`src/rtl/mvm_mac_sequencer.sv`:
```
// ---------------------------------------------------------------------------
// mvm_mac_sequencer
//
// Purpose: runs one bias-added matrix-vector job, y = M*x + b, on a single
// shared 8x8->16 MAC. For each row it clears the MAC and issues the K
// matrix/vector element pairs. It then waits for K MAC results, adds the row
// bias and writes the row result to the result buffer. A one-cycle done
// pulse follows the last row.
//
// Ports:
//   clk, reset          clock, asynchronous active-high reset
//   start               job request, sampled only while idle
//   busy, done          busy in every state but IDLE; one-cycle done pulse
//   addr_m/x/b          operand memory read addresses
//   m/x/b_rd_data       operand read data, 1-cycle registered-read latency
//   mac_clear           MAC accumulator clear strobe
//   mac_a, mac_b        MAC operands (direct copies of m/x read data)
//   mac_valid_in        MAC operand strobe
//   mac_f               MAC running accumulation (signed)
//   mac_valid_out       one pulse per accepted operand pair, L>=1 cycles late
//   res_wr_en           result buffer write strobe
//   res_addr, res_data  result row index and signed 16-bit value
//
// All control outputs are registered and decoded from the next state, so
// each output reflects the state the FSM is currently in.
// ---------------------------------------------------------------------------
module mvm_mac_sequencer #(
    parameter int K    = 4,
    parameter int MLOG = 5,
    parameter int XLOG = 3
) (
    input  logic            clk,
    input  logic            reset,
    input  logic            start,
    output logic            busy,
    output logic            done,
    output logic [MLOG-1:0] addr_m,
    output logic [XLOG-1:0] addr_x,
    output logic [XLOG-1:0] addr_b,
    input  logic [7:0]      m_rd_data,
    input  logic [7:0]      x_rd_data,
    input  logic [7:0]      b_rd_data,
    output logic            mac_clear,
    output logic [7:0]      mac_a,
    output logic [7:0]      mac_b,
    output logic            mac_valid_in,
    input  logic [15:0]     mac_f,
    input  logic            mac_valid_out,
    output logic            res_wr_en,
    output logic [XLOG-1:0] res_addr,
    output logic [15:0]     res_data
);

    // The valid_out counter must be able to hold K itself.
    localparam int VW = $clog2(K + 1);

    typedef enum logic [2:0] {IDLE, CLR, ISSUE, DRAIN, WB, DONE} state_t;

    state_t          state_q, state_d;
    logic [XLOG-1:0] row_q, row_d;
    logic [XLOG-1:0] col_q, col_d;
    logic [VW-1:0]   vcnt_q, vcnt_d;
    logic            issued_q;

    logic            busy_q, busy_d;
    logic            done_q, done_d;
    logic            mac_clear_q, mac_clear_d;
    logic            res_wr_en_q, res_wr_en_d;
    logic [MLOG-1:0] addr_m_q, addr_m_d;
    logic [XLOG-1:0] addr_x_q, addr_x_d;
    logic [XLOG-1:0] addr_b_q, addr_b_d;
    logic [XLOG-1:0] res_addr_q, res_addr_d;
    logic [15:0]     res_data_q, res_data_d;

    // NOTE: every signal written here gets a default first so that no path
    // leaves it unassigned, which would otherwise infer a latch.
    always_comb begin
        state_d    = state_q;
        row_d      = row_q;
        col_d      = col_q;
        vcnt_d     = vcnt_q;
        res_data_d = res_data_q;

        unique case (state_q)
            IDLE: begin
                if (start) state_d = CLR;
            end
            CLR: begin
                col_d   = '0;
                vcnt_d  = '0;
                state_d = ISSUE;
            end
            ISSUE: begin
                // With L>=1, early results of this row can already return here.
                if (mac_valid_out) vcnt_d = vcnt_q + VW'(1);
                if (col_q == XLOG'(K - 1)) state_d = DRAIN;
                else                       col_d   = col_q + XLOG'(1);
            end
            DRAIN: begin
                if (mac_valid_out) begin
                    vcnt_d = vcnt_q + VW'(1);
                    if (vcnt_q == VW'(K - 1)) begin
                        // Row result: final accumulation plus sign-extended
                        // bias, wrapping in 16 bits. The bias read data has
                        // been stable since the row's first ISSUE cycle.
                        res_data_d = mac_f + {{8{b_rd_data[7]}}, b_rd_data};
                        state_d    = WB;
                    end
                end
            end
            WB: begin
                row_d   = row_q + XLOG'(1);
                state_d = (row_q == XLOG'(K - 1)) ? DONE : CLR;
            end
            DONE: begin
                row_d   = '0;
                state_d = IDLE;
            end
            default: state_d = IDLE;
        endcase

        // Registered outputs decoded from the state being entered.
        busy_d      = (state_d != IDLE);
        done_d      = (state_d == DONE);
        mac_clear_d = (state_d == CLR);
        res_wr_en_d = (state_d == WB);

        // Addresses hold their last value outside the phases that set them.
        addr_m_d   = addr_m_q;
        addr_x_d   = addr_x_q;
        addr_b_d   = addr_b_q;
        res_addr_d = res_addr_q;
        if (state_d == ISSUE) begin
            addr_m_d = MLOG'(row_d) * MLOG'(K) + MLOG'(col_d);
            addr_x_d = col_d;
        end
        if (state_d == CLR) addr_b_d   = row_d;
        if (state_d == WB)  res_addr_d = row_d;
    end

    // NOTE: state registers use non-blocking assignments so every flop
    // samples the values from before the clock edge.
    always_ff @(posedge clk or posedge reset) begin
        if (reset) begin
            state_q     <= IDLE;
            row_q       <= '0;
            col_q       <= '0;
            vcnt_q      <= '0;
            issued_q    <= 1'b0;
            busy_q      <= 1'b0;
            done_q      <= 1'b0;
            mac_clear_q <= 1'b0;
            res_wr_en_q <= 1'b0;
            addr_m_q    <= '0;
            addr_x_q    <= '0;
            addr_b_q    <= '0;
            res_addr_q  <= '0;
            res_data_q  <= '0;
        end else begin
            state_q     <= state_d;
            row_q       <= row_d;
            col_q       <= col_d;
            vcnt_q      <= vcnt_d;
            // An element was addressed this cycle, so its read data (and
            // therefore the MAC strobe) is valid next cycle.
            issued_q    <= (state_q == ISSUE);
            busy_q      <= busy_d;
            done_q      <= done_d;
            mac_clear_q <= mac_clear_d;
            res_wr_en_q <= res_wr_en_d;
            addr_m_q    <= addr_m_d;
            addr_x_q    <= addr_x_d;
            addr_b_q    <= addr_b_d;
            res_addr_q  <= res_addr_d;
            res_data_q  <= res_data_d;
        end
    end

    assign busy         = busy_q;
    assign done         = done_q;
    assign mac_clear    = mac_clear_q;
    assign mac_valid_in = issued_q;
    assign res_wr_en    = res_wr_en_q;
    assign addr_m       = addr_m_q;
    assign addr_x       = addr_x_q;
    assign addr_b       = addr_b_q;
    assign res_addr     = res_addr_q;
    assign res_data     = res_data_q;
    assign mac_a        = m_rd_data;
    assign mac_b        = x_rd_data;

endmodule

```
`config.mk`:
```
export PLATFORM = sky130hd
export DESIGN_NAME = mvm_mac_sequencer
export DESIGN_NICKNAME = d
export VERILOG_FILES = /design/src/rtl/mvm_mac_sequencer.sv
export SDC_FILE = /design/constraint.sdc
export NUM_CORES = 1
export LEC_CHECK = 0
export BUFFER_PORTS_ARGS = -buffer_cell sky130_fd_sc_hd__buf_2
export CAP_MARGIN = 10
export CORE_MARGIN = 4
export CORE_UTILIZATION = 30
export CTS_BUF_LIST = sky130_fd_sc_hd__clkbuf_4 sky130_fd_sc_hd__clkbuf_8 sky130_fd_sc_hd__clkbuf_16
export DETAILED_ROUTE_END_ITERATION = 7
export GPL_ROUTABILITY_DRIVEN = 0
export PLACE_DENSITY_LB_ADDON = 0.2
export SETUP_SLACK_MARGIN = 0.4
export SLEW_MARGIN = 25
export SYNTH_ARGS = -nofsm -noshare
export SYNTH_HDL_FRONTEND = slang
export SYNTH_SLANG_ARGS = --single-unit
export TNS_END_PERCENT = 5
```
`constraint.sdc`:
```
create_clock -name clk -period 2 [get_ports clk]
set_input_delay 0.2 -clock clk [delete_from_list [all_inputs] [get_ports clk]]
set_output_delay 0.2 -clock clk [all_outputs]
set_load 0.05 [all_outputs]
```
# Word-level counts from Yosys, hierarchy flattened
# Index checks and enable logic that the tools add are counted.
# totals
regBits	47
latch_bits	0
ramBits	0
romBits	0
inputBits	44
word_cells	49
n_memories	0
# classes
add_sub_neg	5
mul	0
n_div	0
order_cmp	0
n_eq_ne	13
shift	0
n_mux	11
n_bitwise	0
n_reduce_logical	6
# ops
op	n
two-way mux 3 bit	7
== test 3 x 2 -> 1 bit, second input constant	6
one-hot mux 3 bit (2 select lines)	3
adder 16 bit	1
one-hot mux 3 bit (5 select lines)	1
== test 3 bit, second input constant	4
adder 3 x 1 -> 3 bit, second input constant	3
== test 3 x 1 -> 1 bit, second input constant	2
adder 5 x 3 -> 5 bit	1
logical NOT 3 bit	1
AND reduction 3 bit	1
nonzero test 3 bit	1
inequality test 2 x 1 -> 1 bit, second input constant	1
AND reduction 2 bit	1
nonzero test 2 bit	1
OR reduction 2 bit	1

# Logic depth before layout (Yosys ltp)
# logic_depth
ltp_word	5
depth_mapped	9
depth_no_buf	8

# Worst setup path before layout
# Ideal clock, no wire load.
# synth_path
kind	input-to-reg
startpoint	input b_rd_data[0]
endpoint	register res_data_q[14], in the netlist res_data[14]
setup_ps	126
t_arrival_ps	1981
t_required_ps	1874
slack_ps	-107
stages	7
path_cell_list	ha_1 fa_1 a21o_1 a221oi_2 o211ai_2 and3_1 o32a_1
# synth_via
elab_chain_len	1
# synth_lines
item	line_no	text
start, declared	42	input logic [7:0] b_rd_data,
adder 16 bit	106	res_data_d = mac_f + {{8{b_rd_data[7]}}, b_rd_data};
end signal, assigned	175	res_data_q <= res_data_d;
end, declared	73	logic [15:0] res_data_q, res_data_d;
# Every way passes these cells.
# A chain may end at the register's enable or synchronous reset.

# Final worst setup path
# layout_path
startpoint	input b_rd_data[4]
endpoint	register res_data_q[15], in the netlist res_data[15]
# Same word-level chain as after synthesis.

==> key figures <==
GRT
  • Total Routing Usage GR: 12.0%
  • Initial antenna violation count: 0
  • First-pass GRT wire length: 10900 um
  • Largest net degree at the start of global routing: 18
  • Number of global-route vias before repair: 2280
  • Remaining global-route overflow: 0

Clock tree
  • Buffers from clock root to sink, at most: 2
  • CTS Root Cell: clkbuf_8
  • CTS Sinks: 45
  • Htree depth: 2
  • TritonCTS clock tree: done
  • Clk slew on worst S/H paths: 0.10 ns
  • Clk Latency, worst-skew pair: 0.30 ns
  • Total CTS buffers: 5

Floorplanning
  • Die Y: 104 um
  • Chip Width: 104 um
  • Die area: 10800 sq um
  • Core area: 8850 sq um
  • Number of core rows: 34
  • Io pins: 95
  • Initial Util: 31.2%

Critical path
  • Setup crit end kind: register
  • Slowest Stage Delay on Critical Path: 0.31 ns
  • Crit path cell chain: buf_2 -> ha_1 -> a21o_1 -> a21o_1 -> o31a_1 -> buf_4 -> o311ai_1 -> o311ai_1
  • Worst R2R Path Depth: 7
  • Setup slack, reg-to-reg: 0.30 ns
  • Worst Path Required: 2.17 ns
  • R2r endpoint: addr_m[3]$_DFFE_PP0N_
  • Crit path arrival time: 1.88 ns
  • Critical path class: in -> reg
  • WP buf/inv: 2
  • CP max-delay cell: ha_1
  • Crit-path leading delay family: compound AO/OA/AOI/OAI gates
  • Startpoint class of the critical path: input port
  • Crit path max fanout: 5
  • Worst R2R Start: state_q[0]$_DFF_PP0_

Cells and area
  • Share of cells above drive strength 1: 35.7%
  • Area growth from synthesis to layout: 28.8%
  • Layout Nets: 430
  • Fill cell count: 938
  • Inserted Diodes: 0
  • Post-layout util: 40.1%

Route
  • Drt wl/cell: 13.2 um
  • DRT Pass-1 Iters: 4
  • Starting DRT DRC Count: 74
  • Vias per cell: 4.74
  • DR vias: 2236
  • Final ANT Viol Nets: 0
  • Routed WL: 6210 um
  • DRC Markers: 0

Timing
  • Minimum clock period: 1.72 ns
  • Max Fclk: 582 MHz
  • Slew margin rel.: 77.1%
  • RSZ-0062 raised after global routing: yes
  • Fin Setup TNS: 0 ns
  • Clock skew: 0.00870 ns
  • Final setup fails: 0
  • Worst-Margin Slew: 0.342 ns
  • Final cycle utilization of the critical path: 85.9%
  • Max-slew violations: 0
  • Final Hold Violating Endpoints: 0

Logic synthesis
  • Number of synthesized flops with an enable pin: 0
  • Most frequent cell after synthesis: dfrtp_1
  • Post-synth cell types: 55
  • Post-synthesis sequential area ratio: 40.8%
  • Ys Warns: 0
  • Syn_nets: 352
  • Seq cells post-synth: 45
  • Fraction of registers with async set/reset: 100%
  • Synth area leaders: dfrtp_1 41%, ha_1 10%, nand2_1 5.9%
  • Top-area cell type share of the netlist area: 40.8%
  • Synth cell count leaders: 45 x dfrtp_1, 43 x nand2_1, 22 x ha_1
  • Mean Syn Cell Area: 9.68 sq um
  • Gate Count Post-Synth: 285
  • Post-synth top flop: dfrtp_1
  • Synthesized cell area: 2760 sq um
  • Yosys top cell by area: dfrtp_1

Placed design
  • DP HPWL: 4920 um
  • Port bufs: 62

Hold path
  • Worst Hold Depth: 3
  • Hold Path End: state_q[0]$_DFF_PP0_
  • Hold crit path type: in -> reg
  • Min-Delay Startpoint: start

Pwr
  • Power Density: 1230 nW/um^2
  • Static Leak: 1.82 nW
  • VDD IR-drop max: 375 uV

Run status
  • Outcome: completed

Job
  • Max Cap Viol: 0
[power by group]
group,total (mW),internal (mW),switching [mW]
sequential,1.38,1.20,0.174
combinational,2.29,0.771,1.52
clock,0.702,0.374,0.328
total,4.37,2.35,2.02
[cell type report]
type | count | area [sq um] | share of cell area [%]
clock inverter | 3 | 46.3 | 1.30
clock buffer | 5 | 68.8 | 1.94
sequential | 45 | 1130 | 31.8
multi-input combinational | 199 | 1490 | 42.0
timing repair buffer | 100 | 634 | 17.9
inverter | 12 | 47.5 | 1.34
tap | 108 | 135 | 3.80
[worst max path at each step]
stage / end / from / depth (start not counted) / slack, ns
6_report: res_data[15]$_DFFE_PP0P_ / b_rd_data[4] / 8 / 0.28
3_3_place_gp: res_data[14]$_DFFE_PP0P_ / b_rd_data[0] / 8 / -0.09
2_1_floorplan: res_data[14]$_DFFE_PP0P_ / b_rd_data[0] / 7 / 0.01
5_1_grt: res_data[14]$_DFFE_PP0P_ / mac_f[0] / 8 / 0.21
3_5_place_dp: res_data[14]$_DFFE_PP0P_ / b_rd_data[0] / 8 / -0.12
4_1_cts: res_data[14]$_DFFE_PP0P_ / mac_f[0] / 8 / 0.26
[kinds of logic after synthesis]
kind of cell    after synthesis  synth area share (%)
simple gates                 88                  15.2
compound gates               72                  19.5
buf+inv                      41                  8.12
flops                        45                  40.8
mux                           7                  2.81
xor+xnor                      9                  2.86
fa+ha+maj                    23                  10.7
[metrics by stage]
step / instances / total power [mW] / setup WS (ns) / hold slack, ns / area (sq um)
finish: 472 / 4.37 / 0.282 / 0.203 / 3550
global route: 472 / 4.70 / 0.212 / 0.204 / 3550
CTS: 466 / 4.33 / 0.261 / 0.192 / 3440
detailed placement: 452 / 3.53 / -0.117 / 0.188 / 3230
global placement: 452 / 3.51 / -0.0860 / 0.193 / 3230
floorplan: 285 / 3.09 / 0.0111 / 0.345 / 2770
[cells in the final DEF, fill, tap and decap left out, types with 3 or more instances in the layout]
| master | Yosys | layout |
|---|---|---|
| a21oi_1 | 12 | 12 |
| dfrtp_1 | 45 | 43 |
| nor2_1 | 6 | 5 |
| clkbuf_8 | 0 | 5 |
| buf_4 | 18 | 33 |
| nand2_1 | 43 | 43 |
| o311ai_1 | 2 | 3 |
| a21o_1 | 11 | 11 |
| xnor2_1 | 7 | 7 |
| ha_4 | 0 | 3 |
| mux2_1 | 5 | 5 |
| nand2b_1 | 6 | 5 |
| ha_1 | 22 | 18 |
| a22o_1 | 3 | 3 |
| o21ai_1 | 9 | 9 |
| nand3_1 | 7 | 7 |
| nor2b_1 | 5 | 4 |
| buf_2 | 2 | 60 |
| o31ai_1 | 5 | 4 |
| inv_1 | 11 | 10 |
| buf_6 | 0 | 5 |
| nor3_1 | 8 | 8 |
| o21ai_0 | 5 | 5 |
| o21a_1 | 5 | 5 |
[sequential cells by signal (all words and copies together) (netlist names), 3 cells and up]
| register | count |
|---|---|
| res_data | 16 |
| vcnt_q | 3 |
| res_addr | 3 |
| addr_m | 5 |
| state_q | 3 |
| col_q | 3 |
| row_q | 3 |
| addr_b | 3 |
[worst reg2reg max path: cells and delay by family (launching register included)]
| family | cells | cell delay, ns |
|---|---|---|
| simple gates | 3 | 0.26 |
| compound gates | 1 | 0.14 |
| fa+ha+maj | 2 | 0.46 |
| mux | 1 | 0.28 |
| flops | 1 | 0.45 |
[repair_timing]
item | in CTS | in global routing
pin swaps | 8 | 4
hold endpoints to repair | 13 | 0
resized for setup | 12 | 13
setup endpoints to repair | 27 | 27
buffers inserted | 5 | 6
hold buffers | 1 | 0
[routing by layer]
layer	global-route usage [%]	vias to the layer above	share of wire [%]	wire (um)
met1	16.2	1037	48	3000
met5	0	-	0	0
met3	3.60	6	6.5	407
met2	18.5	46	44	2720
li1	-	1147	-	-
met4	3.70	0	1.3	78
Note: power is estimated with default switching activity, not from simulation.
